`src/rtl/ir_pkg.sv`:
```
// Shared types and constants for the NEC infrared decoder: FSM states, error codes,
// default run-length tolerances and a range-check helper.
package ir_pkg;

   typedef enum logic [3:0] {
      IDLE, SKIP, LMARK, LSPACE, BMARK, BSPACE, STOP, CHECK, OUT
   } state_t;

   localparam logic [2:0] ERR_OK     = 3'd0;
   localparam logic [2:0] ERR_EMPTY  = 3'd1;
   localparam logic [2:0] ERR_LEADER = 3'd2;
   localparam logic [2:0] ERR_TIMING = 3'd3;
   localparam logic [2:0] ERR_TRUNC  = 3'd4;
   localparam logic [2:0] ERR_CHKSUM = 3'd5;

   localparam int RUN_W = 5;

   localparam int LEAD_MIN_DEF = 12;
   localparam int LEAD_MAX_DEF = 20;
   localparam int SPN_MIN_DEF  = 6;
   localparam int SPN_MAX_DEF  = 10;
   localparam int SPR_MIN_DEF  = 3;
   localparam int SPR_MAX_DEF  = 5;

   // Bit-level timing in chips: mark, short space (0), long space (1), stop mark.
   localparam int BMARK_MIN = 1;
   localparam int BMARK_MAX = 2;
   localparam int BIT0_MIN  = 1;
   localparam int BIT0_MAX  = 2;
   localparam int BIT1_MIN  = 3;
   localparam int BIT1_MAX  = 4;
   localparam int STOP_MIN  = 1;
   localparam int STOP_MAX  = 2;

   function automatic logic in_range(input logic [RUN_W-1:0] len, input int lo, input int hi);
      return (int'(len) >= lo) && (int'(len) <= hi);
   endfunction

endpackage

```
`src/rtl/ir_run_len.sv`:
```
// Run-length meter: tracks the value and saturating length of the current chip run and
// strobes when an incoming chip differs, exposing the length of the run just completed.
module ir_run_len
   import ir_pkg::*;
(
   input  logic             clk,
   input  logic             rstn,
   input  logic             i_start,
   input  logic             i_adv,
   input  logic             i_chip,
   output logic [RUN_W-1:0] o_len,
   output logic             o_val,
   output logic             o_end
);

   logic             r_val;
   logic [RUN_W-1:0] r_len;

   // NOTE: sequential state uses non-blocking assignments so every flop samples pre-edge values.
   always_ff @(posedge clk or negedge rstn) begin
      if (!rstn) begin
         r_val <= 1'b0;
         r_len <= '0;
      end else if (i_start) begin
         r_val <= 1'b0;
         r_len <= '0;
      end else if (i_adv) begin
         if (i_chip != r_val) begin
            r_val <= i_chip;
            r_len <= RUN_W'(1);
         end else if (r_len != '1) begin
            r_len <= r_len + RUN_W'(1);
         end
      end
   end

   assign o_end = i_adv && (i_chip != r_val);
   assign o_len = r_len;
   assign o_val = r_val;

endmodule

```
`src/rtl/ir_nec_decode.sv`:
```
// NEC frame decoder: scans a captured chip frame MSB-first, measures mark/space runs,
// decodes data or repeat frames and presents the result under a valid/ready handshake.
module ir_nec_decode
   import ir_pkg::*;
#(
   parameter int FRAME_W  = 160,
   parameter int LEAD_MIN = LEAD_MIN_DEF,
   parameter int LEAD_MAX = LEAD_MAX_DEF,
   parameter int SPN_MIN  = SPN_MIN_DEF,
   parameter int SPN_MAX  = SPN_MAX_DEF,
   parameter int SPR_MIN  = SPR_MIN_DEF,
   parameter int SPR_MAX  = SPR_MAX_DEF
) (
   input  logic               clk,
   input  logic               rstn,
   input  logic               enable,
   input  logic               frame_valid,
   input  logic [FRAME_W-1:0] frame,
   output logic               busy,
   output logic               overrun,
   output logic               out_valid,
   input  logic               out_ready,
   output logic [15:0]        addr,
   output logic [7:0]         cmd,
   output logic               addr_ext,
   output logic               rpt,
   output logic [2:0]         err
);

   localparam int CNT_W = $clog2(FRAME_W + 1);

   state_t             r_state;
   state_t             w_state_nxt;
   logic               r_fv_d;
   logic [FRAME_W-1:0] r_sr;
   logic [CNT_W-1:0]   r_left;
   logic [31:0]        r_data;
   logic [5:0]         r_nbits;
   logic               r_is_rpt;
   logic               r_overrun;
   logic [15:0]        r_addr;
   logic [7:0]         r_cmd;
   logic               r_ext;
   logic               r_rpt;
   logic [2:0]         r_err;

   logic               w_fv_rise;
   logic               w_start;
   logic               w_chip;
   logic               w_adv;
   logic               w_run_end;
   logic               w_run_val;
   logic [RUN_W-1:0]   w_run_len;
   logic               w_bit_vld;
   logic               w_bit;
   logic               w_set_rpt;
   logic               w_load;
   logic               w_upd;
   logic [2:0]         w_code;

   assign w_fv_rise = frame_valid & ~r_fv_d;
   assign w_start   = (r_state == IDLE) && w_fv_rise;
   assign w_chip    = r_sr[FRAME_W-1];
   assign w_adv     = enable && (r_state inside {SKIP, LMARK, LSPACE, BMARK, BSPACE, STOP});

   ir_run_len u_run_len (
      .clk     (clk),
      .rstn    (rstn),
      .i_start (w_start),
      .i_adv   (w_adv),
      .i_chip  (w_chip),
      .o_len   (w_run_len),
      .o_val   (w_run_val),
      .o_end   (w_run_end)
   );

   // NOTE: every combinational output gets a default first, so no path can infer a latch.
   always_comb begin
      w_state_nxt = r_state;
      w_code      = ERR_OK;
      w_bit_vld   = 1'b0;
      w_bit       = 1'b0;
      w_set_rpt   = 1'b0;
      case (r_state)
         IDLE:   if (w_fv_rise) w_state_nxt = SKIP;
         SKIP:   if (w_adv && w_chip) w_state_nxt = LMARK;
         LMARK:  if (w_run_end) begin
            if (in_range(w_run_len, LEAD_MIN, LEAD_MAX)) w_state_nxt = LSPACE;
            else begin w_state_nxt = OUT; w_code = ERR_LEADER; end
         end
         LSPACE: if (w_run_end) begin
            if (in_range(w_run_len, SPN_MIN, SPN_MAX)) w_state_nxt = BMARK;
            else if (in_range(w_run_len, SPR_MIN, SPR_MAX)) begin
               w_state_nxt = STOP;
               w_set_rpt   = 1'b1;
            end else begin w_state_nxt = OUT; w_code = ERR_LEADER; end
         end
         BMARK:  if (w_run_end) begin
            if (in_range(w_run_len, BMARK_MIN, BMARK_MAX)) w_state_nxt = BSPACE;
            else begin w_state_nxt = OUT; w_code = ERR_TIMING; end
         end
         BSPACE: if (w_run_end) begin
            if (in_range(w_run_len, BIT0_MIN, BIT0_MAX)) begin
               w_bit_vld = 1'b1;
               w_bit     = 1'b0;
            end else if (in_range(w_run_len, BIT1_MIN, BIT1_MAX)) begin
               w_bit_vld = 1'b1;
               w_bit     = 1'b1;
            end else begin w_state_nxt = OUT; w_code = ERR_TIMING; end
            if (w_bit_vld) w_state_nxt = (r_nbits == 6'd31) ? STOP : BMARK;
         end
         // A stop mark ending validly leaves the run at 0; any later 1 is a timing error.
         STOP:   if (w_run_end) begin
            if (!w_run_val || !in_range(w_run_len, STOP_MIN, STOP_MAX)) begin
               w_state_nxt = OUT;
               w_code      = ERR_TIMING;
            end
         end
         CHECK:  if (enable) begin
            w_state_nxt = OUT;
            if (!r_is_rpt && (r_data[31:24] != ~r_data[23:16])) w_code = ERR_CHKSUM;
         end
         OUT:    if (out_ready) w_state_nxt = IDLE;
         default: w_state_nxt = IDLE;
      endcase
      // The chip after the last frame chip is an implicit 0 that closes any open mark.
      if (w_adv && (r_left == '0) && (w_state_nxt != OUT)) begin
         if (w_state_nxt == STOP) w_state_nxt = CHECK;
         else if (w_state_nxt == SKIP) begin w_state_nxt = OUT; w_code = ERR_EMPTY; end
         else begin w_state_nxt = OUT; w_code = ERR_TRUNC; end
      end
   end

   assign w_load = (w_state_nxt == OUT) && (r_state != OUT);
   assign w_upd  = (r_state == CHECK) && w_load && !r_is_rpt && (w_code == ERR_OK);

   always_ff @(posedge clk or negedge rstn) begin
      if (!rstn) r_state <= IDLE;
      else       r_state <= w_state_nxt;
   end

   always_ff @(posedge clk or negedge rstn) begin
      if (!rstn) begin
         // Edge register comes out of reset as 1 so a level held high is not seen as an edge.
         r_fv_d    <= 1'b1;
         r_overrun <= 1'b0;
         r_sr      <= '0;
         r_left    <= '0;
         r_data    <= '0;
         r_nbits   <= '0;
         r_is_rpt  <= 1'b0;
         r_addr    <= '0;
         r_cmd     <= '0;
         r_ext     <= 1'b0;
         r_rpt     <= 1'b0;
         r_err     <= ERR_OK;
      end else begin
         r_fv_d    <= frame_valid;
         r_overrun <= w_fv_rise && (r_state != IDLE);
         if (w_start) begin
            r_sr     <= frame;
            r_left   <= CNT_W'(FRAME_W);
            r_data   <= '0;
            r_nbits  <= '0;
            r_is_rpt <= 1'b0;
         end else if (w_adv) begin
            r_sr <= {r_sr[FRAME_W-2:0], 1'b0};
            if (r_left != '0) r_left <= r_left - CNT_W'(1);
         end
         if (w_bit_vld) begin
            r_data  <= {w_bit, r_data[31:1]};
            r_nbits <= r_nbits + 6'd1;
         end
         if (w_set_rpt) r_is_rpt <= 1'b1;
         if (w_load) begin
            r_err <= w_code;
            r_rpt <= r_is_rpt && (w_code == ERR_OK);
         end
         if (w_upd) begin
            r_addr <= r_data[15:0];
            r_cmd  <= r_data[23:16];
            r_ext  <= (r_data[15:8] != ~r_data[7:0]);
         end
      end
   end

   assign busy      = (r_state != IDLE);
   assign out_valid = (r_state == OUT);
   assign overrun   = r_overrun;
   assign addr      = r_addr;
   assign cmd       = r_cmd;
   assign addr_ext  = r_ext;
   assign rpt       = r_rpt;
   assign err       = r_err;

endmodule
```
`config.mk`:
```
export PLATFORM = sky130hd
export DESIGN_NAME = ir_nec_decode
export DESIGN_NICKNAME = d
export VERILOG_FILES = /design/src/rtl/ir_pkg.sv /design/src/rtl/ir_run_len.sv /design/src/rtl/ir_nec_decode.sv
export SDC_FILE = /design/constraint.sdc
export NUM_CORES = 1
export LEC_CHECK = 0
export CAP_MARGIN = 30
export CORE_MARGIN = 4
export CORE_UTILIZATION = 57
export CTS_CLUSTER_DIAMETER = 60
export DETAILED_ROUTE_END_ITERATION = 6
export PLACE_DENSITY = 0.84
export SYNTH_ARGS = -nofsm -noshare
export SYNTH_HDL_FRONTEND = slang
export SYNTH_SLANG_ARGS = --single-unit
```
`constraint.sdc`:
```
create_clock -name clk -period 4.9 [get_ports clk]
set_input_delay 1.47 -clock clk [delete_from_list [all_inputs] [get_ports clk]]
set_output_delay 1.47 -clock clk [all_outputs]
set_load 0.1 [all_outputs]
```
==> results.py <==
metrics = {
    "grt": {
        "gr-usage-all-layers_pct": 24.3,
        "grt_pass1_vias": 9071,
        "antenna_found_initial": 2,
        "grt_max_degree": 110,
        "first_pass_grt_wire_length_microns": 44100,
        "grt.overflow.total": 0,
    },
    "drt": {
        "detail_route.drc_violations": 0,
        "viasPerCell": 5.68,
        "vias": 9026,
        "post_drt_wl_per_cell_microns": 16.6,
        "drt_iter0_markers": 731,
        "antenna_violating_nets_post_route": 0,
        "totalWireLength_microns": 26400,
        "detail_route.first_pass.iterations": 5,
    },
    "synthesis": {
        "avgSynthCellArea_sq_um": 9.60,
        "synth_async_sr_flop_share_pct": 100,
        "synth_top_flop_cell": "sky130_fd_sc_hd__dfrtp_1",
        "yosysTopAreaCell": "sky130_fd_sc_hd__dfrtp_1",
        "post_synth_instance_area_sq_mm": 0.0110,
        "synth_enable_flop_cells": 0,
        "synthTopCellsByCount": "sky130_fd_sc_hd__nand2_1 (403), sky130_fd_sc_hd__dfrtp_1 (247), sky130_fd_sc_hd__a22oi_1 (158)",
        "post_synth_main_area_contributors": "sky130_fd_sc_hd__dfrtp_1 (56%), sky130_fd_sc_hd__nand2_1 (14%), sky130_fd_sc_hd__a22oi_1 (11%)",
        "yosys.area.top_type_share_pct": 56.0,
        "count_of_state_elements_after_synthesis": 248,
        "synth_fp_nets": 1321,
        "yosysWarnings": 0,
        "synth.distinct_cells": 60,
        "synth_most_common_cell": "sky130_fd_sc_hd__nand2_1",
        "synth_cells": 1150,
        "synth-seq-area-share_pct": 56.2,
    },
    "placement": {
        "detailedPlace.worstSlack_ns": 0.604,
        "dp_hpwl_microns": 17400,
        "final_estimated_routing_congestion_in_global_placement": 0.901,
        "placement.io_buffers": 196,
        "dp_cells": 1539,
    },
    "pwr": {
        "post-layout-total-power_uw": 7800,
        "switching_share_pct": 37.5,
        "combinationalPowerShare_pct": 33.9,
        "power_switching_uw": 2930,
        "peakVddDrop_v": 0.000311,
        "power_frac_clock_pct": 25.4,
        "power-per-cell-area_mw_per_mm2": 555,
        "p_int_uw": 4880,
        "static-leakage-power_uw": 0.00666,
        "sequentialPowerShare_pct": 40.7,
    },
    "final_layout": {
        "area_of_the_multi_input_gates_sq_mm": 0.00452,
        "final.fill_count": 1338,
        "final-instance-count-excl-fill": 1588,
        "area_delta_synth_final_pct": 27.4,
        "total_nets_final": 1478,
        "sequential_area_sq_mm": 0.00621,
        "drive_above_1_share_pct": 7.46,
    },
    "sta": {
        "fin_ws_ns": 0.741,
        "max_freq_ghz": 0.240,
        "count_of_endpoints_failing_hold_in_the_final_timing_report": 0,
        "unrepaired_setup_endpoints_after_global_routing": "no",
        "slew_limit_headroom_pct": 34.1,
        "slew_viol_final": 0,
        "finalCritPeriodShare_pct": 84.9,
        "finalWorstPathRequiredPeriod_ns": 4.16,
        "total_negative_setup_slacks_ns": 0,
        "transition_time_at_the_pin_with_the_least_slew_margin_ns": 0.986,
        "finClkSkew_ns": 0.00859,
        "finalSetupViolCount": 0,
    },
    "worst_setup_path": {
        "element_type_at_the_critical_path_end": "output pin",
        "worst_r2r_endpoint": "err[2]",
        "crit_type": "flop to output pin",
        "timing.critical_path.required_ns": 3.43,
        "crit_path_max_fanout": 13,
        "timing.reg2reg.setup_slack_ns": 1.68,
        "reg2regPathDepth": 9,
        "worstReg2RegStart": "u_run_len.o_len[1]",
        "crit_path_start_kind": "flop",
        "arrival_ns": 2.69,
    },
    "status": {
        "status": "finished clean",
    },
    "die": {
        "floorplan.rows": 50,
        "die_area_sq_mm": 0.0217,
        "floorplan.die.height_microns": 147,
        "floorplan.io_pins": 197,
        "die_width_microns": 147,
        "floorplan.initialDensity_pct": 58.5,
        "core_sq_mm": 0.0189,
    },
    "clock_network": {
        "clock_sinks": 248,
        "tritoncts_clock_tree": "built",
        "post_cts.repair.setup_buffers": 0,
        "cts-resized-gates": 0,
        "cts.reportedPaths.clkPinSlew_ns": 0.07,
        "cts.htree.levels": 1,
        "clock_tree.buffer_depth": 3,
        "cts_inserted_buffers": 26,
        "cts-root-buf": "sky130_fd_sc_hd__clkbuf_16",
        "post_cts_hold_buffers": 0,
        "worst_skew_pair.late_latency_ns": 0.52,
    },
    "worst_hold_path": {
        "timing.hold.worst.start": "r_sr[105]",
        "min_delay_worst_endpoint": "r_sr[105]",
        "worstHoldPathCells": 2,
        "hold_path.class": "flop to flop",
    },
    "flow_run": {
        "max_cap_violations": 0,
    },
}
[worst max-delay path by stage]
stage / start / end / slack (ns) / depth (start not counted)
floorplan: r_state[1] / out_valid / 1.24 / 3
global placement: enable / addr[3] / 0.71 / 8
detailed placement: enable / addr[3] / 0.60 / 8
CTS: r_state[3] / busy / 0.76 / 3
global route: r_state[3] / busy / 0.60 / 3
finish: r_state[3] / busy / 0.74 / 3
[cells by family (layout without fill, tap and decap cells)]
family,Yosys count,after routing,synth area share (%)
multiplexers,27,27,2.74
adder cells (fa/ha/maj),6,6,0.680
flip-flops,248,248,56.2
AO/OA/AOI/OAI,251,251,16.3
AND/OR/NAND/NOR,504,504,19.0
XOR/XNOR,24,24,1.90
buffers and inverters,90,267,3.16
other,0,1,0
[final cells by class]
class / instances / share of cell area (%)
flip-flops and latches: 248 / 44.1
multi-input cells: 812 / 32.1
repair buffers: 207 / 15.0
clock buffers: 34 / 5.27
well taps: 260 / 2.31
clock inverters: 14 / 0.898
inverters: 12 / 0.320
diodes: 1 / 0.0178
[placed cells by master (no fill, tap or decap), types with 8 or more instances in the layout]
| cell | instances |
|---|---|
| sky130_fd_sc_hd__nand2_1 | 403 |
| sky130_fd_sc_hd__dfrtp_1 | 247 |
| sky130_fd_sc_hd__clkdlybuf4s50_1 | 194 |
| sky130_fd_sc_hd__a22oi_1 | 158 |
| sky130_fd_sc_hd__o21ai_0 | 47 |
| sky130_fd_sc_hd__nor2_1 | 29 |
| sky130_fd_sc_hd__clkbuf_16 | 27 |
| sky130_fd_sc_hd__mux2_2 | 22 |
| sky130_fd_sc_hd__nand3_1 | 13 |
| sky130_fd_sc_hd__xnor2_1 | 13 |
| sky130_fd_sc_hd__inv_1 | 12 |
| sky130_fd_sc_hd__a21oi_1 | 11 |
| sky130_fd_sc_hd__xor2_1 | 11 |
| sky130_fd_sc_hd__clkinv_2 | 10 |
| sky130_fd_sc_hd__nand4_1 | 8 |
[flip-flops by register name, indices dropped and copies added (netlist names), 3 cells and up]
signal / count
r_left: 8
r_nbits: 6
addr: 16
err: 3
r_state: 4
r_data: 32
u_run_len.o_len: 5
cmd: 8
r_sr: 160
[worst max-delay path, cell delays in order (launching register included)]
cell,delay (ns)
sky130_fd_sc_hd__dfrtp_1,0.60
sky130_fd_sc_hd__nor2_1,0.21
sky130_fd_sc_hd__nand2_1,0.20
sky130_fd_sc_hd__clkdlybuf4s50_1,1.16
[stage by stage]
| stage | hold WS, ns | cell area [sq um] | utilization [%] |
|---|---|---|---|
| global route | 0.494 | 14100 | 74.5 |
| detailed placement | 0.462 | 13200 | 69.9 |
| global placement | 0.457 | 13200 | 69.9 |
| floorplan | 0.437 | 11000 | - |
| CTS | 0.477 | 14100 | 74.5 |
| finish | 0.476 | 14100 | 74.5 |
[metal layers]
| metal | share of wire, % | wire length (microns) | GRT usage (%) | vias up |
|---|---|---|---|---|
| met2 | 48 | 12600 | 39.6 | 287 |
| met3 | 7.2 | 1900 | 5.98 | 66 |
| met1 | 41 | 10900 | 32.2 | 4380 |
| li1 | - | - | - | 4291 |
| met4 | 3.6 | 937 | 8.34 | 2 |
| met5 | 0.049 | 13 | 0 | - |
[power groups by stage]
stage	logic, uW	clock network [uW]	registers [uW]
6_report	2650	1980	3180
5_1_grt	2970	2110	3260
4_1_cts	2660	2020	3170
3_5_place_dp	2650	0	3180
3_3_place_gp	2550	0	3160
2_1_floorplan	1930	0	3120
(Power assumes the default switching activity.)
